$ cat src/rtl/qosc_readout.sv
// Oscillator sample readout: optional decimation, a {re,im} sample FIFO and a byte-serial output stream.
// Optional feature: define QOSC_READOUT_DECIM_EN to enable decimation driven by the decim input.
module qosc_readout #(
    parameter int unsigned DEPTH = 4
) (
    input  logic                         clk,
    input  logic                         reset,
    input  logic                         sample_valid,
    input  logic [7:0]                   sample_re,
    input  logic [7:0]                   sample_im,
    input  logic [2:0]                   decim,
    input  logic                         out_ready,
    output logic                         out_valid,
    output logic [7:0]                   out_data,
    output logic                         out_is_im,
    input  logic                         clr_ovf,
    output logic                         overflow,
    output logic [$clog2(DEPTH+1)-1:0]   count
);

    localparam int unsigned CNT_W = $clog2(DEPTH + 1);
    localparam int unsigned PTR_W = $clog2(DEPTH);

    localparam logic [1:0] IDLE    = 2'd0;
    localparam logic [1:0] SEND_RE = 2'd1;
    localparam logic [1:0] SEND_IM = 2'd2;

    logic [1:0]       state_q, state_d;
    logic [7:0]       hold_im_q, hold_im_d;
    logic             out_valid_q, out_valid_d;
    logic [7:0]       out_data_q, out_data_d;
    logic             out_is_im_q, out_is_im_d;
    logic             overflow_q, overflow_d;
    logic [CNT_W-1:0] count_q, count_d;
    logic [PTR_W-1:0] wr_ptr_q, wr_ptr_d;
    logic [PTR_W-1:0] rd_ptr_q, rd_ptr_d;
    logic [15:0]      mem_q [DEPTH];

    logic             keep_c;
    logic             push_c;
    logic             pop_c;
    logic [15:0]      head_c;

    assign head_c = mem_q[rd_ptr_q];

`ifdef QOSC_READOUT_DECIM_EN
    // Keep-one-in-(decim+1) counter; decim is re-read on every strobe.
    logic [2:0] dcnt_q, dcnt_d;

    always_comb begin
        dcnt_d = dcnt_q;
        if (sample_valid) begin
            dcnt_d = (dcnt_q >= decim) ? 3'd0 : 3'(dcnt_q + 3'd1);
        end
    end

    assign keep_c = sample_valid && (dcnt_q == 3'd0);

    always_ff @(posedge clk) begin
        if (reset) begin
            dcnt_q <= 3'd0;
        end else begin
            dcnt_q <= dcnt_d;
        end
    end
`else
    logic unused_decim;
    assign unused_decim = ^decim;
    assign keep_c       = sample_valid;
`endif

    // Output sequencer: the head pair moves to the output/holding registers on pop.
    always_comb begin
        state_d     = state_q;
        hold_im_d   = hold_im_q;
        out_valid_d = out_valid_q;
        out_data_d  = out_data_q;
        out_is_im_d = out_is_im_q;
        pop_c       = 1'b0;

        case (state_q)
            IDLE: begin
                if (count_q != '0) begin
                    pop_c       = 1'b1;
                    hold_im_d   = head_c[7:0];
                    out_data_d  = head_c[15:8];
                    out_is_im_d = 1'b0;
                    out_valid_d = 1'b1;
                    state_d     = SEND_RE;
                end
            end
            SEND_RE: begin
                if (out_ready) begin
                    out_data_d  = hold_im_q;
                    out_is_im_d = 1'b1;
                    state_d     = SEND_IM;
                end
            end
            SEND_IM: begin
                if (out_ready) begin
                    if (count_q != '0) begin
                        pop_c       = 1'b1;
                        hold_im_d   = head_c[7:0];
                        out_data_d  = head_c[15:8];
                        out_is_im_d = 1'b0;
                        state_d     = SEND_RE;
                    end else begin
                        out_valid_d = 1'b0;
                        out_is_im_d = 1'b0;
                        state_d     = IDLE;
                    end
                end
            end
            default: begin
                out_valid_d = 1'b0;
                out_is_im_d = 1'b0;
                state_d     = IDLE;
            end
        endcase
    end

    // FIFO bookkeeping; a same-edge pop frees the slot for a push into a full FIFO.
    always_comb begin
        push_c     = keep_c && ((count_q < CNT_W'(DEPTH)) || pop_c);
        wr_ptr_d   = wr_ptr_q;
        rd_ptr_d   = rd_ptr_q;
        count_d    = count_q;
        overflow_d = overflow_q;

        if (push_c) begin
            wr_ptr_d = PTR_W'(wr_ptr_q + PTR_W'(1));
        end
        if (pop_c) begin
            rd_ptr_d = PTR_W'(rd_ptr_q + PTR_W'(1));
        end

        case ({push_c, pop_c})
            2'b10:   count_d = CNT_W'(count_q + CNT_W'(1));
            2'b01:   count_d = CNT_W'(count_q - CNT_W'(1));
            default: count_d = count_q;
        endcase

        if (keep_c && !push_c) begin
            overflow_d = 1'b1;
        end else if (clr_ovf) begin
            overflow_d = 1'b0;
        end
    end

    always_ff @(posedge clk) begin
        if (reset) begin
            state_q     <= IDLE;
            hold_im_q   <= 8'd0;
            out_valid_q <= 1'b0;
            out_data_q  <= 8'd0;
            out_is_im_q <= 1'b0;
            overflow_q  <= 1'b0;
            count_q     <= '0;
            wr_ptr_q    <= '0;
            rd_ptr_q    <= '0;
        end else begin
            state_q     <= state_d;
            hold_im_q   <= hold_im_d;
            out_valid_q <= out_valid_d;
            out_data_q  <= out_data_d;
            out_is_im_q <= out_is_im_d;
            overflow_q  <= overflow_d;
            count_q     <= count_d;
            wr_ptr_q    <= wr_ptr_d;
            rd_ptr_q    <= rd_ptr_d;
        end
    end

    // Storage array needs no reset: the pointers define what is valid.
    always_ff @(posedge clk) begin
        if (!reset && push_c) begin
            mem_q[wr_ptr_q] <= {sample_re, sample_im};
        end
    end

    assign out_valid = out_valid_q;
    assign out_data  = out_data_q;
    assign out_is_im = out_is_im_q;
    assign overflow  = overflow_q;
    assign count     = count_q;

endmodule

$ cat config.mk
export PLATFORM = sky130hd
export DESIGN_NAME = qosc_readout
export DESIGN_NICKNAME = d
export VERILOG_FILES = /design/src/rtl/qosc_readout.sv
export SDC_FILE = /design/constraint.sdc
export NUM_CORES = 1
export LEC_CHECK = 0
export BUFFER_PORTS_ARGS = -buffer_cell sky130_fd_sc_hd__buf_2
export CELL_PAD_IN_SITES_DETAIL_PLACEMENT = 1
export CELL_PAD_IN_SITES_GLOBAL_PLACEMENT = 2
export CORE_MARGIN = 4
export CORE_UTILIZATION = 45
export DETAILED_ROUTE_END_ITERATION = 7
export PLACE_DENSITY = 0.8
export SYNTH_ARGS = -nofsm -noshare
export SYNTH_HDL_FRONTEND = slang
export SYNTH_SLANG_ARGS = --single-unit
$ cat constraint.sdc
create_clock -name clk -period 4 [get_ports clk]
set_input_delay 0.2 -clock clk [delete_from_list [all_inputs] [get_ports clk]]
set_output_delay 0.2 -clock clk [all_outputs]
set_load 0.01 [all_outputs]
**Yosys cells after proc, flatten, opt, wreduce, memory -nomap -nowiden**

Memory sizes are Yosys's and may differ from the RTL's. A register that Yosys moved wholly into a read port is not among the register bits.
Index checks and enable logic that the tools add are counted.

- Register bits: 28
- RAM bits: 64
- Input bits: 24
- Memories: 1
- Output and inout bits: 14

- Bitwise logic cells: 1
- Order comparisons: 1
- Add/subtract/negate cells: 4
- Equal/unequal tests: 8
- Reductions and logical operators: 16
- Muxes and demuxes: 30

Memory list:

| memory | depth | bits a word | rd ports | clocked after memory_dff | write ports | line | text |
|---|---|---|---|---|---|---|---|
| mem_q | 4 | 16 | 1 | 1 | 1 | 37 | `logic [15:0] mem_q [DEPTH];` |

Operators by type and width:

| kind | number |
|---|---|
| two-way mux 8 bit | 5 |
| one-hot mux 8 bit (3 select lines) | 1 |
| one-hot mux 8 bit (2 select lines) | 1 |
| two-way mux 1 bit | 13 |
| two-way mux 2 bit | 5 |
| != test 2 bit, second input constant | 4 |
| one-hot mux 1 bit (3 select lines) | 2 |
| one-hot mux 2 bit (3 select lines) | 1 |
| one-hot mux 3 bit (2 select lines) | 1 |
| AND reduction 3 bit | 2 |
| nonzero test 2 bit | 3 |
| nonzero test 3 bit | 2 |
| adder 2 x 1 -> 2 bit, second input constant | 2 |
| equality test 2 x 1 -> 1 bit, second input constant | 2 |
| equality test 2 bit, second input constant | 2 |
| AND reduction 4 bit | 1 |
| adder 3 x 1 -> 3 bit, second input constant | 1 |
| logical AND 1 bit | 3 |
| less-than comparator 3 bit, second input constant | 1 |
| subtractor 3 x 1 -> 3 bit, second input constant | 1 |
| logical NOT 1 bit | 2 |
| logical NOT 2 bit | 1 |
| one-hot mux 1 bit (2 select lines) | 1 |
| AND reduction 2 bit | 1 |
| 2 further kinds | 2 |

**Depth between registers and ports, before layout**

Gate-level depths: netlist of run 1.

- Word-level depth: 9
- Depth in mapped cells: 8
- Mapped depth without buffers: 8

**Worst setup path after synthesis of run 1**

OpenSTA, ideal clock, no wires.

- Path type: register -> register
- Start point: register out_is_im (netlist name)
- End point: memory mem_q[0][0] (enable)
- Arrival: 2237 ps
- Period minus slack after synthesis: 2649 ps
- Data required time: 3587 ps
- Path slack: 1351 ps
- Stages on the path, launching flop included: 5
- Path through: dfxtp_1 > nor2b_1 > o21ai_0 > nand2_1 > nor3b_1

RTL lines:

| what | line |
|---|---|
| end: declaration | 37 |

==> impl_metrics.toml, run 1 <==
[synthesis]
ys_seq_area_share_pct = 67.36
yosysWarnings = 0
synth.distinct_cells = 32
syn_nets = 281
yosys-top-cells-area = "edfxtp_1 (52%), dfxtp_1 (16%), mux4_2 (4.9%)"
synthesis.area_um2 = 3715
synth_edf_count = 64
synth_top_area_cell = "edfxtp_1"
ys_ff_latch = 93
yosys.area.top_type_share_pct = 51.73
synth_top_flop_cell = "edfxtp_1"
async_flop_share_pct = 0
avgSynthCellArea_um2 = 14.80
syn_inst = 251

[global_route]
antenna_found_initial = 0
grt-ovfl-total = 0
first_global_vias = 2243
grt_pass1_wl_mm = 11.30
grt_max_degree = 33
grtUsageTotal_pct = 15.11

[clock_network]
cts_htree_levels = 3
cts_tree = "done"
cts_root_buf = "clkbuf_8"
post_cts_resized = 0
cts_buffer_depth = 2
clkTransAtPathRegs_ps = 90
cts_setup_buffers = 0
hold_buffers = 0
clk_latency_ps = 350
clock_sinks = 93
cts_made_buffers = 9

[floorplanning]
io-pin-count = 38
initial_utilization_pct = 47.10
die_h_um = 98.86
core_area_um2 = 7888
die-width_um = 98.86
rows = 32
die_area_um2 = 9772

[routing]
wl_met1_mm = 3.007
final_antenna_net_count = 0
drtIter0Drc = 55
drc = 0
wirelength_mm = 7.048
via_per_inst = 5.333
wl_met2_mm = 3.745
firstDrtPassIters = 4
routed-via-count = 2080
wl_met3_um = 178
wire_per_inst_um = 18.07
top_layer = "met4"

[cells_and_area]
drive_gt1_share_pct = 25.35
syn2layout_area_growth_pct = 11.99
final_cell_mix = "edfxtp_1 (64), buf_2 (34), dfxtp_1 (29)"
layout_commonest_cell = "edfxtp_1"
insertedDiodeCount = 0
utilization_pct = 52.74
layout.nets = 313

[status]
status = "completed"

[flow_run]
maxCapViolCount = 0

[critical_path]
crit_required_ps = 4280
r2r_start = "out_is_im$_SDFFE_PP0P_"
worstSetupPathType = "reg2reg"
timing.rr.end = "count[2]$_SDFFE_PP0P_"
crit_chain = "nor2b_1 -> o21ai_0 -> nand2_1 -> ha_1 -> fa_1 -> xnor2_1 -> or3_1 -> a21oi_1"
critPathCaptureType = "flop"
crit_slowest_cell = "fa_1"
arrival_ps = 2960
cp-start-kind = "flop"
crit_buf_inv = 0
ff2ff_setup_slack_ps = 1320
critPathMaxFanout = 5
reg2regPathDepth = 8
critical_path.top_delay_family = "simple AND/OR/NAND/NOR gates"
cp_slowest_stage_delay_ps = 380

[timing]
fin_crit_sh_pct = 67.00
finalCriticalPeriod_ps = 2680
maxSlewHeadroom_pct = 25.40
finalHoldViolations = 0
tns_ps = 0
timing.fmax_mhz = 373.1
hold_slack_ps = 56.77
rsz0062_at_grt = "no"
setup-violations-final = 0
tightest_slew_ps = 1114
slew_viol_final = 0
fin_skew_ps = 9.478

[pwr]
irDropWorstVdd_mv = 0.2631
power_density_nw_per_um2 = 623.0
clkPwrFrac_pct = 23.3
p_sw_share_pct = 32.39
power.internal_w = 0.001752
comb_power_share_pct = 27.2
p_leak_nw = 1.412
netSwitchingPower_w = 0.0008395
pwr-share-seq_pct = 49.5

[placement]
post-dp-hpwl_mm = 4.574
finalWeightedCongestion = 0.6599
numPortBuffers = 34

[min_path]
min_from = "sample_re[0]"
worstHoldPathType = "in2reg"
hold_end = "mem_q[2][8]$_DFFE_PP_"
hold-path-cell-count = 1
==> cells by family (layout without fill, tap and decap cells) <==
family / count (synthesis) / count (layout) / share of synthesized area, %
buf+inv: 19 / 56 / 3.132
flops: 93 / 93 / 67.36
fa+ha+maj: 6 / 6 / 2.223
compound gates: 40 / 40 / 7.040
simple gates: 65 / 65 / 10.10
mux: 25 / 25 / 9.431
xor+xnor: 3 / 3 / 0.7074
==> power groups by stage <==
stage,registers [W],logic [W],clock network (W)
4_1_cts,0.00129,0.000720,0.000621
2_1_floorplan,0.00125,0.000600,0
3_5_place_dp,0.00131,0.000715,0
5_1_grt,0.00131,0.000794,0.000667
3_3_place_gp,0.00130,0.000692,0
6_report,0.00128,0.000706,0.000604
==> how the worst max path moves through the flow <==
stage | from | end | cells past startpoint
2_1_floorplan | out_is_im$_SDFFE_PP0P_ | mem_q[0][0]$_DFFE_PP_ | 4
3_3_place_gp | out_is_im$_SDFFE_PP0P_ | count[2]$_SDFFE_PP0P_ | 8
3_5_place_dp | out_is_im$_SDFFE_PP0P_ | count[2]$_SDFFE_PP0P_ | 8
4_1_cts | out_is_im$_SDFFE_PP0P_ | count[2]$_SDFFE_PP0P_ | 8
5_1_grt | out_is_im$_SDFFE_PP0P_ | count[2]$_SDFFE_PP0P_ | 8
6_report | out_is_im$_SDFFE_PP0P_ | count[2]$_SDFFE_PP0P_ | 8
==> through the flow <==
| step | instance area [µm²] | power, W | worst slack [ps] | std cells |
|---|---|---|---|---|
| after floorplan | 3715 | 0.001852 | 1351 | 251 |
| after CTS | 4160 | 0.002632 | 1302 | 390 |
| final | 4160 | 0.002592 | 1320 | 390 |
| after detailed placement | 3970 | 0.002025 | 1327 | 374 |
| after global routing | 4160 | 0.002766 | 1128 | 390 |
| after global placement | 3970 | 0.001995 | 1421 | 374 |
==> final cells by class <==
cell class / instances / area, µm²
fill: 793 / 3727
timing repair buffer: 35 / 177.7
multi-input combinational: 139 / 1144
sequential: 93 / 2502
clock inverter: 6 / 62.56
tap: 102 / 127.6
inverter: 5 / 18.77
clock buffer: 10 / 127.6
==> cells in the mapped netlist, drive strengths merged, types with 2 or more instances <==
cell and instances:
a211oi 16, or3 3, edfxtp 64, mux4 8, nor3 9, clkbuf 3
nand3 2, nand2b 2, ha 5, dfxtp 29, o21ai 5, nor2 14
xnor2 2, mux2i 17, nand3b 2, nor3b 12, a21oi 16, nor2b 3
nand2 18, buf 11, inv 5
==> layer usage <==
metal,global-route usage (%),vias to the layer above
met3,2.619,9
li1,-,1000
met2,26.96,29
met1,18.04,1042
met5,0,-
met4,5.987,0
==> registers in the layout (all words and copies together) (netlist names), named ones only <==
register / count
hold_im_q: 8
out_valid: 1
mem_q: 64
overflow: 1
rd_ptr_q: 2
out_is_im: 1
out_data: 8
wr_ptr_q: 2
count: 3
state_q: 1
(Power assumes the default switching activity.)
==> run 2, diff against run 1 <==
- CORE_UTILIZATION: 45 -> 41
- PLACE_DENSITY: 0.8 -> 0.73
- clock period: 4 -> 2.71 ns (I/O delays scaled with it)
==> run 2 against run 1 <==
Effect of this change: wire length increased by 0.91%; fmax increased by 10%; sequential power increased by 45%; flip-flop and latch count unchanged; first-iteration DRC count increased by 82%; die area increased by 9.0%; critical path depth unchanged; cell count increased by 7.2%; clock skew decreased by 0.71 ps; hold slack got worse by 43 ps; register-to-register slack got worse by 1000 ps; critical endpoint unchanged.
==> impl_metrics.toml, run 2 (same netlist as run 1, synthesis figures left out) <==
[pwr]
irDropWorstVdd_mv = 0.4071
netSwitchingPower_w = 0.001290
clkPwrFrac_pct = 22.8
power_density_nw_per_um2 = 883.3
comb_power_share_pct = 28.7
power.internal_w = 0.002545
p_sw_share_pct = 33.63
p_leak_nw = 1.500
pwr-share-seq_pct = 48.6

[routing]
drc = 0
drtIter0Drc = 100
final_antenna_net_count = 0
wirelength_mm = 7.112
wire_per_inst_um = 17.01
firstDrtPassIters = 4
routed-via-count = 2171
via_per_inst = 5.194

[clock_network]
cts_tree = "done"
clk_latency_ps = 360
cts_setup_buffers = 0
clkTransAtPathRegs_ps = 100
clock_sinks = 93
cts_htree_levels = 3
cts_root_buf = "clkbuf_8"
cts_buffer_depth = 2
cts_made_buffers = 9

[critical_path]
cp.depth = 8
crit_slowest_cell = "dfxtp_1"
crit_start = "count[0]$_SDFFE_PP0P_"
worstSetupPathType = "reg2reg"
critical_path.top_delay_family = "simple AND/OR/NAND/NOR gates"
crit_required_ps = 3000
cp_slowest_stage_delay_ps = 380
crit_chain = "nor3_2 -> or3_4 -> inv_2 -> ha_1 -> fa_1 -> xnor2_1 -> or3_1 -> a21oi_1"
reg2regPathDepth = 8
crit_buf_inv = 1
r2r_start = "count[0]$_SDFFE_PP0P_"
critPathMaxFanout = 12
arrival_ps = 2720
cp-start-kind = "flop"
critPathCaptureType = "flop"
ff2ff_setup_slack_ps = 280

[cells_and_area]
insertedDiodeCount = 0
final_cell_mix = "edfxtp_1 (64), buf_2 (34), dfxtp_1 (29)"
drive_gt1_share_pct = 26.77
finalInstanceArea_um2 = 4342
layout.nets = 335
syn2layout_area_growth_pct = 16.87
max_flop_register = "mem_q"
multi_input_area_um2 = 1121
largest_reg_flops = 64
nFillCells = 893
layout_commonest_cell = "edfxtp_1"
regArea_um2 = 2502

[status]
status = "completed"

[floorplanning]
die-width_um = 103.2
initial_utilization_pct = 42.39
core_area_um2 = 8763
die_area_um2 = 10650
io-pin-count = 38
die_h_um = 103.2
rows = 34

[timing]
timing.fmax_mhz = 411.3
tns_ps = 0
fin_crit_sh_pct = 89.71
finalCriticalPeriod_ps = 2431
fin_skew_ps = 8.765
slew_viol_final = 0
rsz0062_at_grt = "no"
maxSlewHeadroom_pct = 56.16
setup-violations-final = 0
tightest_slew_ps = 657.6
finalHoldViolations = 0

[global_route]
grt_pass1_wl_mm = 11.79
antenna_found_initial = 0
grt-ovfl-total = 0
first_global_vias = 2294
grtUsageTotal_pct = 14.98
grt_max_degree = 33

[flow_run]
maxCapViolCount = 0

[min_path]
worstHoldPathType = "in2reg"
min_from = "sample_re[0]"
hold-path-cell-count = 1

[placement]
numPortBuffers = 34
post-dp-hpwl_mm = 4.620
finalWeightedCongestion = 0.6703
place_area_um2 = 4013
-- run 2: cell count changes in the layout (fill, tap and decap cells not counted), sizes merged --
cell         before  now
buf              35   43
clkbuf           10    9
clkinv            2    1
bufinv            1    0
clkinvlp          2    1
dlygate4sd3       0   14
inv               6   10
-- run 2: worst reg2reg max path: cells and delay by family, from the launching register on --
| family | cells | cell delay (ps) |
|---|---|---|
| compound gates | 1 | 130 |
| fa+ha+maj | 2 | 610 |
| flops | 1 | 380 |
| xor+xnor | 1 | 140 |
| simple gates | 3 | 960 |
| buf+inv | 1 | 120 |
-- run 2: power groups by stage --
stage / clock network, W / logic (W) / registers (W)
6_report: 0.000873 / 0.00110 / 0.00186
5_1_grt: 0.000978 / 0.00126 / 0.00190
4_1_cts: 0.000906 / 0.00112 / 0.00187
3_5_place_dp: 0 / 0.00110 / 0.00191
3_3_place_gp: 0 / 0.00107 / 0.00190
2_1_floorplan: 0 / 0.000886 / 0.00185
-- run 2: what timing repair did --
item,CTS,global route
hold buffers,13,1
endpoints found under the setup margin,0,1
hold endpoints to repair,51,4
resized for setup,0,1
-- run 2: per-stage QoR --
| stage | utilization (%) | hold slack [ps] | cells | total power (W) | setup slack (ps) |
|---|---|---|---|---|---|
| floorplan | - | 234.4 | 251 | 0.002734 | 60.53 |
| global placement | 45.79 | 347.1 | 388 | 0.002969 | 269.3 |
| detailed placement | 45.79 | 353.5 | 388 | 0.003007 | 234.5 |
| CTS | 49.40 | 0.9486 | 417 | 0.003899 | 205.2 |
| global route | 49.54 | 1.023 | 418 | 0.004133 | 54.01 |
| finish | 49.54 | 13.28 | 418 | 0.003835 | 278.9 |
-- run 2: path summary, 6_finish.rpt --
kind,end
worst max-delay path,count[2]$_SDFFE_PP0P_
worst max register to register,count[2]$_SDFFE_PP0P_
worst min register to register,hold_im_q[0]$_SDFFE_PP0P_
worst min-delay path,mem_q[0][8]$_DFFE_PP_
-- run 2: layout make-up --
cell class,instances,share of cell area (%)
Clock inverter,7,1.441
Sequential cell,93,57.64
Tap cell,108,3.112
Clock buffer,9,2.853
Inverter,5,0.4323
Multi-Input combinational cell,139,25.82
Timing Repair Buffer,57,8.703
-- run 2: metal layers --
| layer | GRT usage (%) | vias to the layer above | wire [µm] |
|---|---|---|---|
| met1 | 18.43 | 1078 | 2990 |
| li1 | - | 1048 | - |
| met3 | 4.091 | 5 | 292 |
| met4 | 4.183 | 0 | 74 |
| met2 | 26.00 | 40 | 3755 |
| met5 | 0 | - | 0 |
==> run 3, diff against run 2 <==
- REMOVE_ABC_BUFFERS: unset -> 1
==> run 3 against run 2 <==
Effect of this change: core utilization barely moved; cell area barely moved; setup slack improved by 47 ps; fmax rose by 2.0%; sequential power barely moved; via count fell by 1.4%; die area did not move; flip-flop and latch count did not move; critical path type unchanged; largest power group unchanged; critical path depth did not move; first-iteration DRC count fell by 36%; sequential share of layout area barely moved.
==> impl_metrics.toml, run 3 (same netlist as run 1, synthesis figures left out) <==
[clock_network]
clkTransAtPathRegs_ps = 90
cts_made_buffers = 9
cts_root_buf = "clkbuf_8"
clock_sinks = 93
cts_setup_buffers = 0
cts_buffer_depth = 2
clk_latency_ps = 350
cts_tree = "done"
post_cts_resized = 0
cts_htree_levels = 3
hold_buffers = 13

[routing]
via_per_inst = 5.083
firstDrtPassIters = 4
wire_per_inst_um = 17.11
drc = 0
wirelength_mm = 7.202
final_antenna_net_count = 0
routed-via-count = 2140
drtIter0Drc = 64

[global_route]
first_global_vias = 2291
grt_max_degree = 33
grt_pass1_wl_mm = 11.83
antenna_found_initial = 0
grt-ovfl-total = 0
grtUsageTotal_pct = 15.15

[floorplanning]
die-width_um = 103.2
die_h_um = 103.2
core_area_um2 = 8763
die_area_um2 = 10650
initial_utilization_pct = 42.39
rows = 34
io-pin-count = 38

[cells_and_area]
syn2layout_area_growth_pct = 16.94
finalInstanceArea_um2 = 4344
final_cell_mix = "edfxtp_1 (64), buf_2 (34), dfxtp_1 (29)"
largest_reg_flops = 64
multi_input_area_um2 = 1119
drive_gt1_share_pct = 26.20
max_flop_register = "mem_q"
nFillCells = 887
regArea_um2 = 2502
layout_commonest_cell = "edfxtp_1"
layout.nets = 338
insertedDiodeCount = 0

[critical_path]
cp_slowest_stage_delay_ps = 400
crit_chain = "nor2b_1 -> or3_4 -> inv_2 -> ha_1 -> fa_1 -> xnor2_1 -> or3_1 -> a21oi_1"
worstSetupPathType = "reg2reg"
critPathCaptureType = "flop"
crit_required_ps = 2990
cp-start-kind = "flop"
arrival_ps = 2670
critPathMaxFanout = 10
ff2ff_setup_slack_ps = 330
crit_slowest_cell = "dfxtp_1"

[min_path]
worstHoldPathType = "in2reg"

[pwr]
clkPwrFrac_pct = 20.6
power_density_nw_per_um2 = 872.4
power.internal_w = 0.002545
p_sw_share_pct = 32.86
netSwitchingPower_w = 0.001245
irDropWorstVdd_mv = 0.3378
pwr-share-seq_pct = 48.6
p_leak_nw = 1.503
p_total_w = 0.003790
comb_power_share_pct = 30.8

[timing]
tns_ps = 0
finalCriticalPeriod_ps = 2384
timing.fmax_mhz = 419.4
setup-violations-final = 0
finalHoldViolations = 0
fin_skew_ps = 10.99
maxSlewHeadroom_pct = 49.36
fin_crit_sh_pct = 87.98
rsz0062_at_grt = "no"
hold_slack_ps = 21.20
final.setup.worst_slack_ps = 325.8
slew_viol_final = 0
tightest_slew_ps = 759.6

[placement]
post-place-ws_ps = 310.7
numPortBuffers = 34
place_area_um2 = 4055
post-dp-hpwl_mm = 4.698
finalWeightedCongestion = 0.6772

[flow_run]
maxCapViolCount = 0

[status]
status = "completed"
run 3: layer usage:
layer,wire length [µm],vias up,global-route usage [%]
met5,0,-,0
met4,115,0,6.275
met3,208,11,2.683
met2,3614,28,25.46
met1,3263,1045,19.46
li1,-,1056,-
run 3: final timing paths:
check,start,cells past startpoint,endpoint
worst max-delay path,out_is_im$_SDFFE_PP0P_,8,count[2]$_SDFFE_PP0P_
worst min-delay path,sample_re[7],1,mem_q[0][15]$_DFFE_PP_
worst max register to register,out_is_im$_SDFFE_PP0P_,8,count[2]$_SDFFE_PP0P_
worst min register to register,hold_im_q[0]$_SDFFE_PP0P_,2,hold_im_q[0]$_SDFFE_PP0P_
run 3: metrics by stage:
| stage | util (%) | instances |
|---|---|---|
| floorplan | - | 237 |
| global placement | 46.27 | 392 |
| detailed placement | 46.27 | 392 |
| CTS | 49.57 | 421 |
| global route | 49.57 | 421 |
| finish | 49.57 | 421 |
run 3: power groups by stage:
stage / clock, W / combinational (W) / sequential [W]
2_1_floorplan: 0 / 0.000725 / 0.00191
3_3_place_gp: 0 / 0.00115 / 0.00187
3_5_place_dp: 0 / 0.00118 / 0.00188
4_1_cts: 0.000814 / 0.00119 / 0.00185
5_1_grt: 0.000871 / 0.00134 / 0.00187
6_report: 0.000783 / 0.00117 / 0.00184
run 3: layout make-up:
type                    instances  share of cell area [%]
clock inverters                 5                  0.6336
inverters                       5                  0.4320
flip-flops and latches         93                   57.60
repair buffers                 60                   9.447
well taps                     108                   3.111
multi-input cells             139                   25.75
clock buffers                  11                   3.024
run 3: critical path, delay by kind of cell (launching register included):
kind,cells,cell delay [ps]
and+or+nand+nor,3,920
xor gates and xnor gates,1,140
adders and majority gates,2,620
DFF,1,400
buffers and inverters,1,100
AOI/OAI and AO/OA,1,140
